--- src/rtl/serial_subtractor_pkg.sv ---
// Shared definitions for the bit-serial subtractor.
// Holds the FSM state encoding and the default operand width.
// Imported by serial_subtractor; full_subtractor is purely combinational and needs nothing here.
package serial_subtractor_pkg;

  localparam int DEFAULT_WIDTH = 8;

  typedef enum logic [1:0] {
    IDLE   = 2'd0,
    SHIFT  = 2'd1,
    FINISH = 2'd2
  } state_e;

endpackage

--- src/rtl/full_subtractor.sv ---
// One-bit full-subtractor cell: d = a - b - bin (mod 2), bout = borrow out.
// Latency: combinational, zero cycles.
// Backpressure: none (pure logic).
// Ports: a (minuend bit), b (subtrahend bit), bin (borrow in) -> d (difference bit), bout (borrow out).
module full_subtractor (
  input  logic a,
  input  logic b,
  input  logic bin,
  output logic d,
  output logic bout
);

  assign d    = a ^ b ^ bin;
  // Borrow when the subtrahend plus incoming borrow exceeds the minuend bit.
  assign bout = (~a & b) | (~a & bin) | (b & bin);

endmodule

--- src/rtl/serial_subtractor.sv ---
// Bit-serial LSB-first subtractor: diff = a - b - bin, one bit per cycle through a single cell.
// Latency: accepted start at edge T gives done (and new diff/bout/ovf) after edge T+WIDTH+1.
// Backpressure: start is ignored while busy; result held until the next accepted start.
// Ports: clk, rst (sync, active-high), start, a, b, bin -> busy, done, diff, bout, ovf.
module serial_subtractor
  import serial_subtractor_pkg::*;
#(
  parameter int WIDTH = DEFAULT_WIDTH,
  parameter int CW    = $clog2(WIDTH + 1)
) (
  input  logic             clk,
  input  logic             rst,
  input  logic             start,
  input  logic [WIDTH-1:0] a,
  input  logic [WIDTH-1:0] b,
  input  logic             bin,
  output logic             busy,
  output logic             done,
  output logic [WIDTH-1:0] diff,
  output logic             bout,
  output logic             ovf
);

  localparam logic [CW-1:0] CNT_LAST = CW'(WIDTH - 1);

  state_e           state_q;
  logic [WIDTH-1:0] a_sh_q;
  logic [WIDTH-1:0] b_sh_q;
  logic [WIDTH-1:0] r_sh_q;
  logic             br_q;
  logic             a_msb_q;
  logic             b_msb_q;
  logic [CW-1:0]    cnt_q;
  logic             busy_q;
  logic             done_q;
  logic [WIDTH-1:0] diff_q;
  logic             bout_q;
  logic             ovf_q;

  logic             cell_d;
  logic             cell_bout;

  full_subtractor u_cell (
    .a    (a_sh_q[0]),
    .b    (b_sh_q[0]),
    .bin  (br_q),
    .d    (cell_d),
    .bout (cell_bout)
  );

  always_ff @(posedge clk) begin
    if (rst) begin
      state_q <= IDLE;
      a_sh_q  <= '0;
      b_sh_q  <= '0;
      r_sh_q  <= '0;
      br_q    <= 1'b0;
      a_msb_q <= 1'b0;
      b_msb_q <= 1'b0;
      cnt_q   <= '0;
      busy_q  <= 1'b0;
      done_q  <= 1'b0;
      diff_q  <= '0;
      bout_q  <= 1'b0;
      ovf_q   <= 1'b0;
    end else begin
      done_q <= 1'b0;
      unique case (state_q)
        IDLE: begin
          if (start) begin
            a_sh_q  <= a;
            b_sh_q  <= b;
            br_q    <= bin;
            // Input MSBs are kept aside because the shifters lose them.
            a_msb_q <= a[WIDTH-1];
            b_msb_q <= b[WIDTH-1];
            cnt_q   <= '0;
            busy_q  <= 1'b1;
            state_q <= SHIFT;
          end
        end
        SHIFT: begin
          a_sh_q <= a_sh_q >> 1;
          b_sh_q <= b_sh_q >> 1;
          // Result bits enter at the top so the LSB lands at bit 0 after WIDTH shifts.
          r_sh_q <= {cell_d, r_sh_q[WIDTH-1:1]};
          br_q   <= cell_bout;
          cnt_q  <= cnt_q + CW'(1);
          if (cnt_q == CNT_LAST) begin
            state_q <= FINISH;
          end
        end
        FINISH: begin
          diff_q  <= r_sh_q;
          bout_q  <= br_q;
          // Signed overflow: operands of opposite sign and result sign differs from minuend.
          ovf_q   <= (a_msb_q != b_msb_q) && (r_sh_q[WIDTH-1] != a_msb_q);
          done_q  <= 1'b1;
          busy_q  <= 1'b0;
          state_q <= IDLE;
        end
        default: begin
          state_q <= IDLE;
        end
      endcase
    end
  end

  assign busy = busy_q;
  assign done = done_q;
  assign diff = diff_q;
  assign bout = bout_q;
  assign ovf  = ovf_q;

endmodule

--- config.mk ---
export PLATFORM = sky130hd
export DESIGN_NAME = serial_subtractor
export DESIGN_NICKNAME = d
export VERILOG_FILES = /design/src/rtl/serial_subtractor_pkg.sv /design/src/rtl/full_subtractor.sv /design/src/rtl/serial_subtractor.sv
export SDC_FILE = /design/constraint.sdc
export NUM_CORES = 1
export LEC_CHECK = 0
export CELL_PAD_IN_SITES_DETAIL_PLACEMENT = 1
export CELL_PAD_IN_SITES_GLOBAL_PLACEMENT = 1
export CORE_ASPECT_RATIO = 1.2
export CORE_UTILIZATION = 34
export CTS_CLUSTER_SIZE = 40
export DETAILED_ROUTE_END_ITERATION = 8
export GPL_TIMING_DRIVEN = 0
export PLACE_DENSITY_LB_ADDON = 0.25
export REMOVE_ABC_BUFFERS = 1
export SLEW_MARGIN = 30
export SYNTH_ARGS = -nofsm -noshare
export SYNTH_HDL_FRONTEND = slang
export SYNTH_SLANG_ARGS = --single-unit
export TNS_END_PERCENT = 10
--- constraint.sdc ---
create_clock -name clk -period 1.07 [get_ports clk]
set_input_delay 0.1605 -clock clk [delete_from_list [all_inputs] [get_ports clk]]
set_output_delay 0.1605 -clock clk [all_outputs]
set_load 0.05 [all_outputs]
==> results of run 1 <==
==> Yosys cell counts, drive strengths merged (2+ instances only) <==
master / number / area share [%]
nand3: 3 / 0.83
nand2: 57 / 12
nor3: 3 / 0.83
nand2b: 2 / 0.69
clkbuf: 3 / 0.62
a21oi: 38 / 10
nor2: 20 / 4.1
buf: 14 / 5.4
inv: 2 / 0.41
nor2b: 2 / 0.69
a221oi: 2 / 0.97
dfxtp: 45 / 50
a211oi: 15 / 6.2
==> routing by layer <==
| layer | global-route usage [%] | routed length (um) |
|---|---|---|
| met1 | 20.7 | 1890 |
| met2 | 29.0 | 2100 |
| met3 | 4.58 | 143 |
| met4 | 6.12 | 46 |
| met5 | 0 | 0 |
==> power groups by stage <==
| stage | Combinational [W] | Clock (W) | Sequential [W] |
|---|---|---|---|
| 2_1_floorplan | 0.000204 | 0 | 0.00185 |
| 3_3_place_gp | 0.000375 | 0 | 0.00185 |
| 3_5_place_dp | 0.000403 | 0 | 0.00185 |
| 4_1_cts | 0.000443 | 0.00105 | 0.00181 |
| 5_1_grt | 0.000516 | 0.00114 | 0.00183 |
| 6_report | 0.000457 | 0.00102 | 0.00181 |
==> flip-flops by register name (all words and copies together), names as in the netlist <==
| signal | cells |
|---|---|
| a_msb_q | 1 |
| a_sh_q | 8 |
| b_msb_q | 1 |
| b_sh_q | 8 |
| bout | 1 |
| br_q | 1 |
| busy | 1 |
| cnt_q | 4 |
| diff | 8 |
| done | 1 |
| ovf | 1 |
| r_sh_q | 8 |
| state_q | 2 |
==> worst max-delay path, delay by kind of cell (launching register included) <==
family	cells	cell delay [ns]
AOI/OAI and AO/OA	1	0.08
and+or+nand+nor	2	0.59
DFF	1	0.40
==> kinds of logic (layout without fill, tap and decap cells) <==
| kind of cell | count (synthesis) | in the layout | synth area share [%] |
|---|---|---|---|
| DFF | 45 | 45 | 49.6 |
| adders and majority gates | 2 | 2 | 1.79 |
| AOI/OAI and AO/OA | 60 | 60 | 20.6 |
| and+or+nand+nor | 93 | 94 | 21.5 |
| buffers and inverters | 19 | 49 | 6.48 |
==> layout make-up <==
class | count | area [um^2]
clock buffer | 6 | 72.6
tap | 60 | 75.1
clock inverter | 2 | 10.0
inverter | 2 | 7.51
fill | 633 | 2730
multi-input combinational | 156 | 860
timing repair buffer | 39 | 383
sequential | 45 | 911
==> per-stage QoR <==
stage	cells	power (W)
global placement	293	0.00222
global route	310	0.00348
floorplan	202	0.00205
finish	310	0.00329
detailed placement	295	0.00225
CTS	308	0.00331
==> repair_timing <==
| item | CTS | global route |
|---|---|---|
| endpoints found under the setup margin | 57 | 56 |
| pin swaps | 12 | 2 |
| buffers inserted | 4 | 2 |
| cloned | 1 | 0 |
| gates resized for setup | 76 | 22 |
==> worst paths after layout <==
path	startpoint	to	cells past startpoint	slack, ns
max	state_q[0]$_SDFFE_PP0P_	b_msb_q$_SDFFE_PP0P_	3	-0.14
min	rst	state_q[0]$_SDFFE_PP0P_	2	0.35
max reg2reg	state_q[0]$_SDFFE_PP0P_	b_msb_q$_SDFFE_PP0P_	3	-0.14
min reg2reg	diff[3]$_SDFFE_PP0P_	diff[3]$_SDFFE_PP0P_	2	0.46
==> impl_metrics.yaml, run 1 <==
run_status:
  status: "finished, violations left"
  violations: "setup timing"
placement:
  post-dp-hpwl_um: 2630
  portBuffers: 31
  pre_cts_slack_ns: -0.806
  placed_area_um2: 2130
  gp_congestion: 0.718
worst_setup_path:
  cp-start-kind: "flip-flop"
  end_kind: "flip-flop"
  crit_arrival_ns: 1.37
  path_class: "reg2reg"
  cp_max_fo: 10
  cp_cell_sequence: "or3b_2, nand2_1, a21oi_1"
  slowest_stage: "or3b_2"
  worstPathRequired_ns: 1.23
  max_stage_delay_ns: 0.50
timing:
  relSlewSlack_pct: 60.8
  finClkSkew_ns: 0.00733
  setup_ws_ns: -0.138
  setup_viol: 35
  fin_crit_sh_pct: 113
  finalSetupTns_ns: -2.40
  final_hold_viol_count: 0
  rsz0062_at_grt: "yes"
  max_slew.worst_pin.slew_ns: 0.588
  fin_crit_ns: 1.21
  slew_violations: 0
  max_freq_ghz: 0.828
  whs_ns: 0.348
pwr:
  internal_power_w: 0.00242
  p_per_area_nw_per_um2: 1420
  power_frac_seq_pct: 55.2
  p_sw_w: 0.000864
  p_comb_share_pct: 13.9
  clkPwrFrac_pct: 30.9
  power.leakage_nw: 0.874
  ir_drop_mv: 0.567
  sw_frac_of_total_pct: 26.3
synth:
  synthArstFlopShare_pct: 0
  ys.flop_type: "dfxtp_1"
  ys_seq_area_share_pct: 49.6
  netlist_area_um2: 1820
  ys_types: 29
  avgSynthCellArea_um2: 8.29
  synthCells: 219
  synth.ff_latch_count: 45
  ys_warn_count: 0
  synth_edf_count: 0
final_layout:
  diodes: 0
  drive_above_1_share_pct: 18.0
  final_common_cell: "nand2_1"
  layout_common_cells: "nand2_1, dfxtp_1, a21oi_1"
  num-nets-final: 271
  area_growth_pct: 27.7
  postLayoutCellArea_um2: 2320
  finish.utilization_pct: 46.0
routing:
  drt_iter0_markers: 30
  via_per_inst: 5.13
  vias: 1590
  detail-route-antenna-nets: 0
  routedWlPerCell_um: 13.5
  wirelength_um: 4180
  drc: 0
  firstDrtPassIters: 4
clocking:
  cts_sinks: 45
  cts_inserted_buffers: 5
  clk_path_buf_depth: 2
  cts_root_buf: "clkbuf_8"
  path_clk_slew_ns: 0.09
  clock_latency_ns: 0.30
  cts_tree: "built"
  hold_buffers: 0
  h-tree-depth: 2
grt:
  grt_pass1_wl_um: 7130
  gr-total-overflow: 0
  grt_pass1_vias: 1529
  antenna_found_initial: 0
  grt_start_max_net_pins: 28
  gr-usage-all-layers_pct: 17.2
worst_hold_path:
  hp-class: "in2reg"
die:
  dieHeight_um: 82.0
  die_w_um: 68.7
  start_util_pct: 36.0
  core-area_um2: 5040
  dieArea_um2: 5640
  io_pins: 32
  placementRows: 28
run:
  maxCapViolations: 0
(Power assumes the default switching activity.)
==> run 2: changes to the inputs <==
--- a/config.mk
+++ b/config.mk
@@ -8,6 +8,7 @@
 export CELL_PAD_IN_SITES_DETAIL_PLACEMENT = 1
 export CELL_PAD_IN_SITES_GLOBAL_PLACEMENT = 1
 export CORE_ASPECT_RATIO = 1.2
+export CORE_MARGIN = 3
 export CORE_UTILIZATION = 34
 export CTS_CLUSTER_SIZE = 40
 export DETAILED_ROUTE_END_ITERATION = 8
==> run 2 against run 1 <==
  * Worst hold slack worse by 0.024 ns
  * The flow still finishes with violations (setup timing)
  * Via count grew 3.8%
  * Largest cell class is now multi-input gates
  * Flip-flop and latch count did not move
  * Utilization grew 4.3 points
  * Design area rose by 9.4%
==> impl_metrics.yaml, run 2 (synthesized netlist as in run 1, its figures left out) <==
clocking:
  cts_sinks: 45
  cts_tree: "built"
  clk_path_buf_depth: 2
  clock_latency_ns: 0.29
  path_clk_slew_ns: 0.08
  cts_root_buf: "clkbuf_8"
  h-tree-depth: 2
  cts_inserted_buffers: 5
  hold_buffers: 0
grt:
  grt_pass1_wl_um: 7920
  grt_pass1_vias: 1632
  gr-usage-all-layers_pct: 16.2
  grt_start_max_net_pins: 27
  gr-total-overflow: 0
  antenna_found_initial: 0
placement:
  gp_congestion: 0.670
  post-dp-hpwl_um: 2550
  portBuffers: 31
  placed_area_um2: 2110
  pre_cts_slack_ns: -0.820
routing:
  drc: 0
  wirelength_um: 4930
  detail-route-antenna-nets: 0
  vias: 1651
  firstDrtPassIters: 4
  routedWlPerCell_um: 15.3
  via_per_inst: 5.13
  drt_iter0_markers: 30
timing:
  rsz0062_at_grt: "yes"
  finClkSkew_ns: 0.00551
  final_hold_viol_count: 0
  max_freq_ghz: 0.814
  relSlewSlack_pct: 68.6
  setup_ws_ns: -0.158
  setup_viol: 42
  fin_crit_ns: 1.23
  max_slew.worst_pin.slew_ns: 0.472
  fin_crit_sh_pct: 115
  slew_violations: 0
die:
  core-area_um2: 5040
  placementRows: 28
  io_pins: 32
  die_w_um: 72.7
  dieArea_um2: 6260
  start_util_pct: 36.0
  dieHeight_um: 86.0
worst_setup_path:
  critPathBufInv: 1
  cp_cell_sequence: "buf_6, and2b_4, nand2_1, nor4b_2"
  end_kind: "flip-flop"
  worstPathRequired_ns: 1.26
  cp_max_fo: 8
  cp-start-kind: "flip-flop"
  cpLargestDelayFamily: "simple AND/OR/NAND/NOR gates"
  max_stage_delay_ns: 0.39
  path_class: "reg2reg"
  crit_arrival_ns: 1.42
  slowest_stage: "dfxtp_4"
final_layout:
  final_common_cell: "nand2_1"
  layout_common_cells: "nand2_1, dfxtp_1, a21oi_1"
  postLayoutCellArea_um2: 2540
  drive_above_1_share_pct: 28.6
  diodes: 0
  num-nets-final: 283
  area_growth_pct: 39.7
run_status:
  violations: "setup timing"
  status: "finished, violations left"
pwr:
  power.leakage_nw: 0.962
  p_per_area_nw_per_um2: 1340
  total_power_w: 0.00340
  ir_drop_mv: 0.615
worst_hold_path:
  hp-class: "in2reg"
run:
  maxCapViolations: 0
[run 2: cell types whose count changed in the layout (fill, tap and decap cells not counted), moves of 2 or more]
cell | previous run | this run
a21oi_1 | 38 | 24
a21oi_2 | 0 | 14
and2b_4 | 1 | 3
buf_12 | 2 | 4
buf_2 | 1 | 5
buf_4 | 7 | 10
buf_6 | 1 | 3
clkbuf_4 | 9 | 6
[run 2: repair_timing]
action,CTS,global route
setup endpoints to repair,57,52
setup buffers,14,1
pin swaps,21,4
gates cloned,4,1
gates resized for setup,89,32
[run 2: where the power goes]
part / leakage (nW) / switching [W] / internal [W]
sequential: 0.370 / 0.0000595 / 0.00175
clock: 0.0450 / 0.000559 / 0.000453
combinational: 0.547 / 0.000293 / 0.000284
total: 0.962 / 0.000912 / 0.00249
[run 2: area by class of cell]
| type | instances | area, um^2 |
|---|---|---|
| clock buffers | 6 | 72.6 |
| inverters | 2 | 7.51 |
| clock inverters | 2 | 10.0 |
| well taps | 60 | 75.1 |
| multi-input cells | 160 | 996 |
| fillers | 612 | 2510 |
| repair buffers | 47 | 465 |
| flip-flops and latches | 45 | 910 |
[run 2: through the flow]
stage	utilization [%]	hold slack, ns	std cells	TNS, ns
floorplan	-	0.230	202	-10.55
detailed placement	41.9	0.447	294	-28.58
global placement	41.4	0.442	293	-47.79
global route	50.3	0.349	322	-5.50
finish	50.3	0.324	322	-2.68
CTS	47.6	0.288	320	-2.93
[run 2: metal layers]
metal,up-vias,GRT usage [%],wire length (um)
met1,784,19.9,2150
met4,0,4.53,44
met5,-,0,0
met2,29,28.0,2570
li1,833,-,-
met3,5,3.63,168
[run 2: worst paths after layout]
check,depth (start not counted),to,slack [ns],startpoint
min reg2reg,2,diff[4]$_SDFFE_PP0P_,0.45,diff[4]$_SDFFE_PP0P_
max,4,state_q[1]$_SDFFE_PP0P_,-0.16,state_q[0]$_SDFFE_PP0P_
max reg2reg,4,state_q[1]$_SDFFE_PP0P_,-0.16,state_q[0]$_SDFFE_PP0P_
min,2,b_sh_q[7]$_SDFFE_PP0P_,0.32,rst
==> run 3: changes to the inputs <==
--- a/config.mk
+++ b/config.mk
@@ -13,7 +13,7 @@
 export CTS_CLUSTER_SIZE = 40
 export DETAILED_ROUTE_END_ITERATION = 8
 export GPL_TIMING_DRIVEN = 0
-export PLACE_DENSITY_LB_ADDON = 0.25
+export PLACE_DENSITY_LB_ADDON = 0.1
 export REMOVE_ABC_BUFFERS = 1
 export SLEW_MARGIN = 30
 export SYNTH_ARGS = -nofsm -noshare
==> run 3 against run 2 <==
  * Critical path depth is 1 higher
  * Final cell count down 1.9%
  * Sequential power barely moved
  * Fmax is 2.7% higher
  * Die area did not move
  * Count of clock-buffer cells in the layout fell by 1
  * Power fell by 0.66%
  * The run still ends with setup timing left
  * Via count fell by 3.4%
  * Clock skew increased by 0.0061 ns
  * Clock power is 4% higher
  * Global-route usage is 0.72 points lower
  * Worst hold slack got worse by 0.0086 ns
  * Largest cell class unchanged
==> impl_metrics.yaml, run 3 (synthesized netlist as in run 1, its figures left out) <==
timing:
  rsz0062_at_grt: "yes"
  fin_crit_ns: 1.20
  relSlewSlack_pct: 65.4
  max_freq_ghz: 0.837
  setup_ws_ns: -0.125
  final_hold_viol_count: 0
  fin_crit_sh_pct: 112
  slew_violations: 0
  finClkSkew_ns: 0.0116
  setup_viol: 32
  max_slew.worst_pin.slew_ns: 0.519
clocking:
  cts_tree: "built"
  hold_buffers: 0
  cts_inserted_buffers: 5
  cts_sinks: 45
  clk_path_buf_depth: 2
  clock_latency_ns: 0.30
  cts_root_buf: "clkbuf_8"
  path_clk_slew_ns: 0.09
  h-tree-depth: 2
die:
  dieArea_um2: 6260
  core-area_um2: 5040
  start_util_pct: 36.0
  placementRows: 28
  dieHeight_um: 86.0
  die_w_um: 72.7
  io_pins: 32
worst_setup_path:
  cp-start-kind: "flip-flop"
  end_kind: "flip-flop"
  cpLargestDelayFamily: "compound AO/OA/AOI/OAI gates"
  worstPathRequired_ns: 1.28
  reg2reg_depth: 5
  r2r-end: "a_sh_q[0]$_SDFFE_PP0P_"
  max_stage_delay_ns: 0.39
  slowest_stage: "dfxtp_4"
  r2r_setup_slack_ns: -0.13
  path_class: "reg2reg"
  crit_arrival_ns: 1.40
  reg2reg_from: "state_q[0]$_SDFFE_PP0P_"
  critPathBufInv: 2
  cp_cell_sequence: "buf_4, o21bai_4, buf_12, a21oi_2, a221oi_1"
  cp_max_fo: 18
routing:
  drt_iter0_markers: 42
  vias: 1595
  wirelength_um: 4550
  routedWlPerCell_um: 14.4
  drc: 0
  firstDrtPassIters: 4
  via_per_inst: 5.05
  detail-route-antenna-nets: 0
pwr:
  power.leakage_nw: 0.920
  total_power_w: 0.00338
  p_per_area_nw_per_um2: 1410
  ir_drop_mv: 0.678
run:
  maxCapViolations: 0
worst_hold_path:
  hold_depth: 2
  hp-class: "in2reg"
  hp-start: "rst"
  min_to: "state_q[0]$_SDFFE_PP0P_"
final_layout:
  final_common_cell: "nand2_1"
  drive_above_1_share_pct: 22.3
  num-nets-final: 277
  layout_common_cells: "nand2_1, dfxtp_1, a21oi_1"
  diodes: 0
  area_growth_pct: 32.3
placement:
  gp_congestion: 0.708
  portBuffers: 31
  post-dp-hpwl_um: 2610
  pre_cts_slack_ns: -0.834
grt:
  grt_start_max_net_pins: 25
  grt_pass1_vias: 1545
  gr-total-overflow: 0
  gr-usage-all-layers_pct: 15.5
  antenna_found_initial: 0
  grt_pass1_wl_um: 7540
run_status:
  violations: "setup timing"
  status: "finished, violations left"
==> run 3: metal layers <==
layer	global-route usage [%]	share of wire [%]	up-vias	wire, um
met5	0	0	-	0
met4	5.03	1.3	0	60
met3	3.52	3.2	5	144
met2	27.6	51	24	2330
met1	17.9	44	753	2010
li1	-	-	813	-
==> run 3: power by group <==
| part | internal (W) | switching (W) |
|---|---|---|
| registers | 0.00175 | 0.0000600 |
| clock network | 0.000452 | 0.000598 |
| logic | 0.000251 | 0.000267 |
==> run 3: layout make-up <==
class	instances	area (um^2)
clock buffer	5	68.8
clock inverter	3	17.5
fill	624	2640
inverter	2	7.51
multi-input combinational	158	927
sequential	45	910
tap	60	75.1
timing repair buffer	43	397
==> run 3: how the worst max path moves through the flow <==
stage	slack (ns)	startpoint	end	cells past startpoint
floorplan	-0.45	state_q[0]$_SDFFE_PP0P_	a_sh_q[0]$_SDFFE_PP0P_	3
global placement	-1.14	rst	state_q[1]$_SDFFE_PP0P_	2
detailed placement	-0.83	state_q[0]$_SDFFE_PP0P_	state_q[1]$_SDFFE_PP0P_	3
CTS	-0.10	state_q[0]$_SDFFE_PP0P_	state_q[1]$_SDFFE_PP0P_	4
global route	-0.20	state_q[0]$_SDFFE_PP0P_	a_sh_q[0]$_SDFFE_PP0P_	4
finish	-0.13	state_q[0]$_SDFFE_PP0P_	a_sh_q[0]$_SDFFE_PP0P_	5
==> run 3: through the flow <==
| step | cells | hold WS [ns] | setup TNS (ns) | area [um^2] | utilization [%] |
|---|---|---|---|---|---|
| CTS | 315 | 0.294 | -2.47 | 2340 | 46.4 |
| finish | 316 | 0.315 | -2.72 | 2400 | 47.6 |
| detailed placement | 294 | 0.450 | -29.26 | 2110 | 41.9 |
| floorplan | 202 | 0.230 | -10.55 | 1710 | - |
| global placement | 293 | 0.442 | -49.15 | 2090 | 41.4 |
| global route | 316 | 0.358 | -5.79 | 2400 | 47.6 |
==> run 3: worst reg2reg max path: stages, from the launching register on <==
cell and delay (ns):
dfxtp_4 0.39, buf_4 0.15, o21bai_4 0.13, buf_12 0.16, a21oi_2 0.04, a221oi_1 0.25
==> run 3: repair_timing <==
item	CTS	global route
setup buffers	10	1
resized for setup	89	11
pin swaps	18	9
endpoints found under the hold margin	0	0
setup endpoints to repair	57	53
cloned	3	0
